### src/rtl/bsg_wormhole_link_concentrator_rr.sv
// Wormhole link concentrator: merges num_in_p ready/valid links onto one output,
// holding each grant for a whole packet (round-robin or fixed-priority selection).
module bsg_wormhole_link_concentrator_rr #(
  parameter int num_in_p        = 4,
  parameter int flit_width_p    = 32,
  parameter int len_width_p     = 4,
  parameter int len_offset_p    = 8,
  parameter int fifo_els_p      = 2,
  parameter int priority_mode_p = 0,
  parameter int count_width_p   = 16
) (
  input  logic                              clk_i,
  input  logic                              reset_i,
  input  logic [num_in_p*flit_width_p-1:0]  data_i,
  input  logic [num_in_p-1:0]               v_i,
  output logic [num_in_p-1:0]               ready_o,
  output logic [flit_width_p-1:0]           data_o,
  output logic                              v_o,
  input  logic                              ready_i,
  output logic [$clog2(num_in_p)-1:0]       grant_o,
  output logic                              busy_o,
  output logic [count_width_p-1:0]          pkt_count_o
);
  localparam int sel_w = $clog2(num_in_p);
  localparam int ptr_w = $clog2(fifo_els_p);
  localparam int cnt_w = ptr_w + 1;

  typedef enum logic [1:0] {IDLE, HDR, BODY} state_t;

  state_t                  state;
  logic [sel_w-1:0]        grant_r, last_r, winner, idx;
  logic [len_width_p-1:0]  cnt_r, len;
  logic                    accept_en, any_valid, xfer;
  logic [flit_width_p-1:0] mem [num_in_p][fifo_els_p];
  logic [ptr_w-1:0]        rd_ptr [num_in_p];
  logic [ptr_w-1:0]        wr_ptr [num_in_p];
  logic [cnt_w-1:0]        used [num_in_p];
  logic [num_in_p-1:0]     empty, full, enq, deq;

  // accept_en keeps ready_o low until the first clock after reset releases
  always_comb begin
    for (int k = 0; k < num_in_p; k++) begin
      empty[k] = (used[k] == '0);
      full[k]  = (used[k] == cnt_w'(fifo_els_p));
      enq[k]   = v_i[k] & ready_o[k];
      deq[k]   = xfer & (grant_r == sel_w'(k));
    end
  end

  assign ready_o = accept_en ? ~full : '0;

  always_ff @(posedge clk_i or posedge reset_i) begin
    if (reset_i) begin
      for (int k = 0; k < num_in_p; k++) begin
        rd_ptr[k] <= '0;
        wr_ptr[k] <= '0;
        used[k]   <= '0;
      end
    end else begin
      for (int k = 0; k < num_in_p; k++) begin
        if (enq[k]) wr_ptr[k] <= wr_ptr[k] + ptr_w'(1);
        if (deq[k]) rd_ptr[k] <= rd_ptr[k] + ptr_w'(1);
        used[k] <= used[k] + cnt_w'(enq[k]) - cnt_w'(deq[k]);
      end
    end
  end

  always_ff @(posedge clk_i) begin
    for (int k = 0; k < num_in_p; k++)
      if (enq[k]) mem[k][wr_ptr[k]] <= data_i[k*flit_width_p +: flit_width_p];
  end

  // Scan downward so the candidate nearest the search start is assigned last
  always_comb begin
    winner = '0;
    idx    = '0;
    if (priority_mode_p == 1) begin
      for (int i = num_in_p - 1; i >= 0; i--)
        if (!empty[i]) winner = sel_w'(i);
    end else begin
      for (int i = num_in_p; i >= 1; i--) begin
        idx = sel_w'((int'(last_r) + i) % num_in_p);
        if (!empty[idx]) winner = idx;
      end
    end
  end

  assign any_valid   = |(~empty);
  assign data_o      = mem[grant_r][rd_ptr[grant_r]];
  assign v_o         = (state == HDR) | ((state == BODY) & ~empty[grant_r]);
  assign xfer        = v_o & ready_i;
  assign len         = data_o[len_offset_p +: len_width_p];
  assign busy_o      = (state != IDLE);
  assign grant_o     = grant_r;

  always_ff @(posedge clk_i or posedge reset_i) begin
    if (reset_i) begin
      state       <= IDLE;
      grant_r     <= '0;
      last_r      <= sel_w'(num_in_p - 1);
      cnt_r       <= '0;
      pkt_count_o <= '0;
      accept_en   <= 1'b0;
    end else begin
      accept_en <= 1'b1;
      case (state)
        IDLE: if (any_valid) begin
          grant_r <= winner;
          state   <= HDR;
        end
        HDR: if (xfer) begin
          if (len == '0) begin
            state       <= IDLE;
            last_r      <= grant_r;
            pkt_count_o <= pkt_count_o + count_width_p'(1);
          end else begin
            cnt_r <= len;
            state <= BODY;
          end
        end
        BODY: if (xfer) begin
          cnt_r <= cnt_r - len_width_p'(1);
          if (cnt_r == len_width_p'(1)) begin
            state       <= IDLE;
            last_r      <= grant_r;
            pkt_count_o <= pkt_count_o + count_width_p'(1);
          end
        end
        default: state <= IDLE;
      endcase
    end
  end

endmodule

### config.mk
export PLATFORM = sky130hd
export DESIGN_NAME = bsg_wormhole_link_concentrator_rr
export DESIGN_NICKNAME = d
export VERILOG_FILES = /design/src/rtl/bsg_wormhole_link_concentrator_rr.sv
export SDC_FILE = /design/constraint.sdc
export NUM_CORES = 1
export LEC_CHECK = 0
export CAP_MARGIN = 20
export CORE_MARGIN = 2
export CORE_UTILIZATION = 48
export CTS_CLUSTER_SIZE = 20
export DETAILED_ROUTE_END_ITERATION = 6
export PLACE_DENSITY_LB_ADDON = 0.08
export SYNTH_ARGS = -nofsm -noshare
export SYNTH_HDL_FRONTEND = slang
export SYNTH_SLANG_ARGS = --single-unit
### constraint.sdc
create_clock -name clk_i -period 2.8 [get_ports clk_i]
set_clock_uncertainty 0.15 [all_clocks]
set_input_delay 0.7 -clock clk_i [delete_from_list [all_inputs] [get_ports clk_i]]
set_output_delay 0.7 -clock clk_i [all_outputs]
set_load 0.01 [all_outputs]
==> flow_summary.ini, run 1 <==
[critical_path]
critPathMaxFanout = 5
worstPathRequired_ps = 1950
path_class = register to output pin
worstSetupEndpointType = output pin
path_buf_inv = 3
arrival_ps = 2360
worstSetupStartpointType = register
worstPathCellList = mux4_2 > buf_12 > buf_12 > mux2_4 > buf_6
worst_path_most_repeated_cell = buf_12
slowest_delay_ps = 620
critPathSlowestCell = mux4_2
cpLargestDelayFamily = multiplexers

[synthesis]
synth_top_family_by_area = multiplexers
synth_cells = 578
syn_nets = 724
syn_area_um2 = 11800
synth-seq-cells = 299
synthSimpleGateAreaFrac_pct = 3.13
yosysUniqueCellTypes = 44
synth-edff-count = 256
synthArstFlopShare_pct = 14.4
seq_area_frac_synth_pct = 74.0
synth_compound_area_share_pct = 1.94
synth_ff_type = edfxtp_1
synthMuxAreaShare_pct = 16.1
synthAdderAreaFrac_pct = 1.16
synth_xor_area_share_pct = 2.29
syn_avg_cell_area_um2 = 20.5
ys_warn_count = 0

[route]
first_pass_iters = 4
drc_errors = 0
via_count = 6483
drt_wl_total_mm = 27.5
ant_nets = 0
routedWlPerCell_um = 23.0
avgViaCountPerCell = 5.44
drtIter0Drc = 442

[timing]
max_freq_mhz = 312
drv_slew = 0
fin_crit_ps = 3210
rsz0062_at_grt = yes
setup_viol = 48
fin_crit_sh_pct = 115
fin_setup_tns_ps = -12080
hold_viol = 0
fin_ws_ps = -407

[power_and_ir_drop]
leakagePower_nw = 5.63
vdd_ir_drop_max_uv = 616
p_clk_share_pct = 21.9
intPower_mw = 11.8
seqPwrFrac_pct = 35.4
power.density_nw_per_um2 = 1050
netSwitchingPower_mw = 5.04
comb_power_share_pct = 42.7
p_sw_share_pct = 29.8

[cells_and_area]
area_delta_synth_final_pct = 35.1
drive_gt1_share_pct = 31.9
final_cell_mix = edfxtp_1, clkdlybuf4s50_1, mux4_2
layout_commonest_cell = edfxtp_1
fin_nets = 988
fin_area_um2 = 16000

[grt]
grt_pass1_wl_mm = 41.3
grt_usage_pct = 21.5
first_global_vias = 7027
grt_overflow = 0
antenna_found_initial = 3
grt_max_degree = 33

[placement]
place_area_um2 = 14600
routabilityCongestion = 0.798
dp_hpwl_mm = 18.1
io_buffers = 190

[die]
rows = 57
initial_utilization_pct = 48.8
fp.dieW_um = 161
die_area_um2 = 25900
core_um2 = 24200
io_pins = 191
die_h_um = 161

[run_status]
status = complete, but fails checks
violations = setup timing

[clock_tree]
clk_latency_ps = 560
postCtsHoldBufs = 0
cts.sinks = 299
cts_buffers = 30
clk_path_buf_depth = 3
cts-htree-levels = 1
clk_pin_slew_ps = 70
cts_tree = built
cts_root_buf = clkbuf_16

[job]
cap_violations = 0

[worst_hold_path]
min_path_type = register to register
synth_stat cells, types with 2 or more instances:
library cell | instances | area [µm²]
mux2_2 | 32 | 360
inv_1 | 14 | 52.6
buf_2 | 3 | 15.0
dfstp_2 | 2 | 52.6
a41o_1 | 2 | 20.0
or2_2 | 5 | 31.3
dfrtp_1 | 41 | 1030
a211oi_1 | 2 | 15.0
o21ai_1 | 2 | 10.0
and2_1 | 2 | 12.5
nor3_1 | 2 | 10.0
nand2_1 | 12 | 45.0
ha_1 | 11 | 138
buf_6 | 3 | 33.8
mux2_1 | 3 | 33.8
o21a_1 | 2 | 15.0
nand3b_1 | 2 | 15.0
a21boi_0 | 5 | 37.5
xor2_1 | 3 | 26.3
edfxtp_1 | 256 | 7690
clkbuf_1 | 7 | 26.3
nand2b_1 | 2 | 12.5
mux4_2 | 67 | 1510
o21ai_0 | 6 | 30.0
buf_1 | 8 | 30.0
nand3_1 | 2 | 10.0
nor2_1 | 14 | 52.6
a21oi_1 | 3 | 15.0
nor2b_1 | 2 | 12.5
nand4_1 | 11 | 68.8
xnor2_1 | 28 | 245
and3_1 | 12 | 75.1
through the flow:
step | worst slack (ps) | util, % | instances | hold WS [ps] | total power, mW
final | -407 | 66.0 | 1192 | 313 | 16.9
after global routing | -469 | 66.0 | 1191 | 346 | 17.7
after CTS | -436 | 65.4 | 1187 | 315 | 16.9
after detailed placement | -161 | 60.1 | 1113 | 309 | 12.1
after global placement | -126 | 60.1 | 1113 | 310 | 12.0
after floorplan | 26.4 | - | 578 | 287 | 9.42
per-layer routing:
layer,part of all wire (%),global-route usage [%]
met1,41,28.8
met2,52,37.5
met3,5.8,3.93
met4,1.8,4.02
met5,0.047,0
registers in the layout, indices dropped and copies added (netlist names):
register / flops
rd_ptr: 4
wr_ptr: 4
state: 2
accept_en: 1
last_r: 2
cnt_r: 4
pkt_count_o: 16
grant_o: 2
mem: 256
used: 8
power by group through the flow:
stage | clock network [mW] | logic [mW] | registers [mW]
after floorplan | 0 | 3.47 | 5.96
after global placement | 0 | 5.95 | 6.03
after detailed placement | 0 | 6.03 | 6.07
after CTS | 3.77 | 7.21 | 5.97
after global routing | 3.96 | 7.66 | 6.05
final | 3.70 | 7.20 | 5.98
cells by family after synthesis:
kind of cell,after synthesis
adders and majority gates,11
xor gates and xnor gates,31
buffers and inverters,35
and+or+nand+nor,69
DFF,299
muxes,102
other,1
AOI/OAI and AO/OA,30
repair_timing:
item                                    in CTS  in global routing
setup buffers                               16                  4
gates resized for setup                    196                 28
endpoints found under the setup margin      57                 61
gates cloned                                 3                  1
pin swaps                                    2                 10
layout make-up:
type                            count  area (µm²)
Clock buffer                       37         787
Inverter                           14        52.6
Multi-Input combinational cell    244        3110
Antenna cell                        2        5.00
Tap cell                          324         405
Fill cell                        1649        8250
Timing Repair Buffer              253        2750
Clock inverter                     19         123
Sequential cell                   299        8770
path summary, 6_finish.rpt:
check / cells past startpoint / to / start / slack [ps]
worst max-delay path: 5 / data_o[10] / grant_o[0]$_DFFE_PP0P_ / -410
worst min-delay path: 1 / rd_ptr[0]$_DFFE_PP0P_ / rd_ptr[0]$_DFFE_PP0P_ / 310
worst max register to register: 8 / pkt_count_o[1]$_DFFE_PP0P_ / grant_o[0]$_DFFE_PP0P_ / -80
worst min register to register: 1 / rd_ptr[0]$_DFFE_PP0P_ / rd_ptr[0]$_DFFE_PP0P_ / 310
max in group asynchronous: 3 / last_r[0]$_DFFE_PP1P_ / reset_i / 1770
min in group asynchronous: 3 / pkt_count_o[2]$_DFFE_PP0P_ / reset_i / 350
Power figures use the tool's default switching activity.
==> run 2, diff against run 1 <==
Settings changed: CORE_UTILIZATION 48 to 57.
Clock period 2.8 ns to 3.8 ns, I/O delays scaled along.
==> run 2 against run 1 <==
Net effect:
- the flow now finishes without violations
- combinational power shrank 41%
- flip-flop and latch count is the same
- setup slack gained 460 ps
- die area shrank 15%
- cell area shrank 5.1%
- largest cell class unchanged
==> flow_summary.ini, run 2 (synthesis results as in run 1) <==
[run_status]
status = finished clean

[critical_path]
worstSetupStartpointType = register
worstSetupEndpointType = output pin
r2r_cells = 10
worstPathRequired_ps = 2700
critPathMaxFanout = 20
arrival_ps = 2650
path_class = register to output pin

[die]
die_h_um = 148
core_um2 = 20300
fp.dieW_um = 148
rows = 52
die_area_um2 = 21900
initial_utilization_pct = 58.3
io_pins = 191

[placement]
dp_hpwl_mm = 17.1
routabilityCongestion = 0.854
place_area_um2 = 14200
io_buffers = 190

[clock_tree]
clk_path_buf_depth = 3
cts-htree-levels = 1
clk_pin_slew_ps = 60
cts.sinks = 299
cts_buffers = 30
cts_tree = built
clk_latency_ps = 540
cts_root_buf = clkbuf_16
postCtsHoldBufs = 0

[power_and_ir_drop]
comb_power_share_pct = 37.2
p_clk_share_pct = 23.7
vdd_ir_drop_max_uv = 555
seqPwrFrac_pct = 39.1
intPower_mw = 8.01
leakagePower_nw = 5.22
power.density_nw_per_um2 = 749
p_sw_share_pct = 29.6
netSwitchingPower_mw = 3.36

[route]
first_pass_iters = 4
ant_nets = 0
routedWlPerCell_um = 24.0
via_count = 6335
drc_errors = 0
drtIter0Drc = 402
drt_wl_total_mm = 26.2
avgViaCountPerCell = 5.80

[timing]
fin_crit_ps = 3750
hold_viol = 0
tightest_slew_ps = 691
setup_viol = 0
hold_slack_ps = 320
fin_setup_tns_ps = 0
fin_crit_sh_pct = 98.6
max_freq_mhz = 267
rsz0062_at_grt = yes
relSlewSlack_pct = 53.6
drv_slew = 0

[grt]
grt_overflow = 0
grt_usage_pct = 24.4
grt_max_degree = 44
antenna_found_initial = 4
grt_pass1_wl_mm = 39.7
first_global_vias = 7025

[worst_hold_path]
worstHoldPathCells = 1
min_path_type = register to register

[cells_and_area]
fin_nets = 944
finish.utilization_pct = 74.8
largest_reg_flops = 256
area_delta_synth_final_pct = 28.3
drive_gt1_share_pct = 21.5
layout_commonest_cell = edfxtp_1
final_cell_mix = edfxtp_1, clkdlybuf4s50_1, mux4_2
fin_area_um2 = 15200
fill_cells = 1230

[job]
cap_violations = 0
## run 2: per-stage QoR
| stage | worst slack, ps | power, mW | std cells |
|---|---|---|---|
| 2_1_floorplan | 587 | 6.93 | 578 |
| 3_3_place_gp | 426 | 8.56 | 1034 |
| 3_5_place_dp | 373 | 8.69 | 1034 |
| 4_1_cts | 4.33 | 11.4 | 1090 |
| 5_1_grt | -35.7 | 11.9 | 1090 |
| 6_report | 52.3 | 11.4 | 1093 |
## run 2: layer usage
layer	part of all wire (%)	global-route usage [%]	vias up
li1	-	-	2787
met1	39	31.5	3244
met2	51	42.2	261
met3	7.8	5.52	41
met4	2.1	6.67	2
met5	0.050	0	-
## run 2: final timing paths
kind / startpoint / end / slack [ps]
max in group asynchronous: reset_i / grant_o[0]$_DFFE_PP0P_ / 2370
worst min register to register: rd_ptr[3]$_DFFE_PP0P_ / rd_ptr[3]$_DFFE_PP0P_ / 320
min in group asynchronous: reset_i / pkt_count_o[6]$_DFFE_PP0P_ / 720
worst max register to register: grant_o[0]$_DFFE_PP0P_ / used[7]$_DFF_PP0_ / 550
worst min-delay path: rd_ptr[3]$_DFFE_PP0P_ / rd_ptr[3]$_DFFE_PP0P_ / 320
worst max-delay path: grant_o[0]$_DFFE_PP0P_ / data_o[5] / 50
## run 2: power by group through the flow
stage	sequential (mW)	combinational [mW]	clock [mW]
3_3_place_gp	4.49	4.07	0
4_1_cts	4.45	4.25	2.75
5_1_grt	4.50	4.53	2.89
6_report	4.45	4.23	2.70
2_1_floorplan	4.39	2.54	0
3_5_place_dp	4.53	4.16	0
## run 2: cell type report
type	instances	area, µm²	area share (%)
multi-input cells	244	2950	19.4
flip-flops and latches	299	8770	57.8
repair buffers	209	2160	14.3
diodes	3	7.51	0.0494
inverters	14	52.6	0.346
clock buffers	38	802	5.28
well taps	270	338	2.22
clock inverters	16	97.6	0.643
## run 2: timing repair
action	CTS	global route
pin swaps	0	0
setup endpoints to repair	33	24
setup buffers	2	0
gates resized for setup	4	5
## run 2: critical path, stage by stage (launching register included)
cell and delay [ps]:
dfrtp_4 510, mux4_2 570, buf_8 210, mux2_2 250, clkdlybuf4s50_1 560
==> run 3, diff against run 2 <==
Settings changed: CORE_ASPECT_RATIO set to 0.7.
==> run 3 against run 2 <==
Net effect:
- cell count increased by 0.18%
- register-to-register slack about the same
- clock power decreased by 2%
- largest cell class unchanged
- critical endpoint is now data_o[9]
- combinational power about the same
- fmax decreased by 0.57%
==> flow_summary.ini, run 3 (synthesis results as in run 1) <==
[timing]
drv_slew = 0
fin_crit_sh_pct = 99.2
hold_slack_ps = 318
setup_viol = 0
fin_ws_ps = 31.0
fin_crit_ps = 3770
relSlewSlack_pct = 58.2
rsz0062_at_grt = yes
max_freq_mhz = 265
hold_viol = 0
tightest_slew_ps = 622
fin_setup_tns_ps = 0

[die]
core_um2 = 20500
fp.dieW_um = 176
die_h_um = 125
initial_utilization_pct = 57.7
io_pins = 191
rows = 44
die_area_um2 = 22000

[critical_path]
arrival_ps = 2670
worstPathCellList = buf_12 > mux4_2 > mux2_2 > clkdlybuf4s50_1
critPathMaxFanout = 34
worstSetupStartpointType = register
critPathSlowestCell = mux4_2
worstPathRequired_ps = 2700
worstSetupEndpointType = output pin
slowest_delay_ps = 590
path_class = register to output pin

[placement]
routabilityCongestion = 0.811
dp_hpwl_mm = 17.0
io_buffers = 190
place_area_um2 = 14300
post-place-ws_ps = 413
post-place-cells = 1042

[clock_tree]
cts_buffers = 28
cts-htree-levels = 1
clk_pin_slew_ps = 60
clk_path_buf_depth = 3
cts_root_buf = clkbuf_16
cts.sinks = 299
clk_latency_ps = 540
cts_tree = built

[grt]
grt_max_degree = 48
antenna_found_initial = 0
grt_pass1_wl_mm = 40.4
grt_usage_pct = 24.7
first_global_vias = 6988
grt_overflow = 0

[run_status]
status = finished clean

[cells_and_area]
fill_cells = 1200
layout_commonest_cell = edfxtp_1
largest_reg_flops = 256
fin_area_um2 = 15100
area_delta_synth_final_pct = 27.8
drive_gt1_share_pct = 21.4
finish.utilization_pct = 73.7
final_cell_mix = edfxtp_1, clkdlybuf4s50_1, mux4_2
fin_nets = 942
final_cells = 1095

[route]
ant_nets = 0
first_pass_iters = 5
avgViaCountPerCell = 5.83
routedWlPerCell_um = 24.1
drtIter0Drc = 457
wl_met3_mm = 1.87
met2WireLength_mm = 13.1
drt_wl_total_mm = 26.4
topRoutingLayerUsed = met4
wl_met1_mm = 10.9
via_count = 6386
drc_errors = 0

[power_and_ir_drop]
finalPower_mw = 11.3
leakagePower_nw = 5.19
vdd_ir_drop_max_uv = 525
power.density_nw_per_um2 = 746

[job]
cap_violations = 0

[worst_hold_path]
min_path_type = register to register
-- run 3: cell types whose count changed in the layout (fill, tap and decap cells not counted) --
cell,previous run,this run
buf_8,2,0
buf_6,4,0
clkbuf_8,0,4
dlymetal6s2s_1,1,0
clkinv_2,5,4
diode_2,3,1
buf_4,6,11
bufinv_16,1,0
clkdlybuf4s50_1,189,190
clkinv_1,9,4
clkbuf_1,7,11
clkbuf_16,31,30
inv_6,1,0
-- run 3: final cells by class --
cell class,instances,area [µm²],area share (%)
Clock buffer,44,833,5.51
Tap cell,276,345,2.28
Inverter,14,52.6,0.347
Multi-Input combinational cell,244,2950,19.5
Sequential cell,299,8770,58.0
Antenna cell,1,2.50,0.0165
Clock inverter,8,35.0,0.232
Timing Repair Buffer,209,2140,14.1
-- run 3: per-layer routing --
layer | track usage [%] | vias up
met2 | 41.2 | 245
met4 | 6.13 | 0
li1 | - | 2776
met1 | 34.1 | 3326
met3 | 4.98 | 39
met5 | 0 | -
-- run 3: critical path: cells and delay by family, from the launching register on --
| kind | cells | cell delay, ps |
|---|---|---|
| DFF | 1 | 460 |
| buffers and inverters | 2 | 760 |
| muxes | 2 | 900 |
-- run 3: repair_timing --
action                                  CTS  global route
hold buffers                              0             0
setup buffers                             0             0
hold endpoints to repair                  0             0
endpoints found under the setup margin   11            19
gates cloned                              0             0
gates resized for setup                   1             1
-- run 3: path summary, 6_finish.rpt --
path                       cells after the start                          to                    from  slack (ps)
setup / recovery                               4                   data_o[9]  grant_o[0]$_DFFE_PP0P_          30
hold / removal                                 1       rd_ptr[0]$_DFFE_PP0P_   rd_ptr[0]$_DFFE_PP0P_         320
setup reg to reg                               7  pkt_count_o[3]$_DFFE_PP0P_  grant_o[0]$_DFFE_PP0P_         540
hold reg to reg                                1       rd_ptr[0]$_DFFE_PP0P_   rd_ptr[0]$_DFFE_PP0P_         320
max in group asynchronous                      3      grant_o[1]$_DFFE_PP0P_                 reset_i        2320
min in group asynchronous                      3  pkt_count_o[4]$_DFFE_PP0P_                 reset_i         710
-- run 3: report_power, final --
part	internal, mW	switching (mW)
Combinational	2.30	1.93
Sequential	4.14	0.279
Clock	1.50	1.14
Total	7.94	3.35
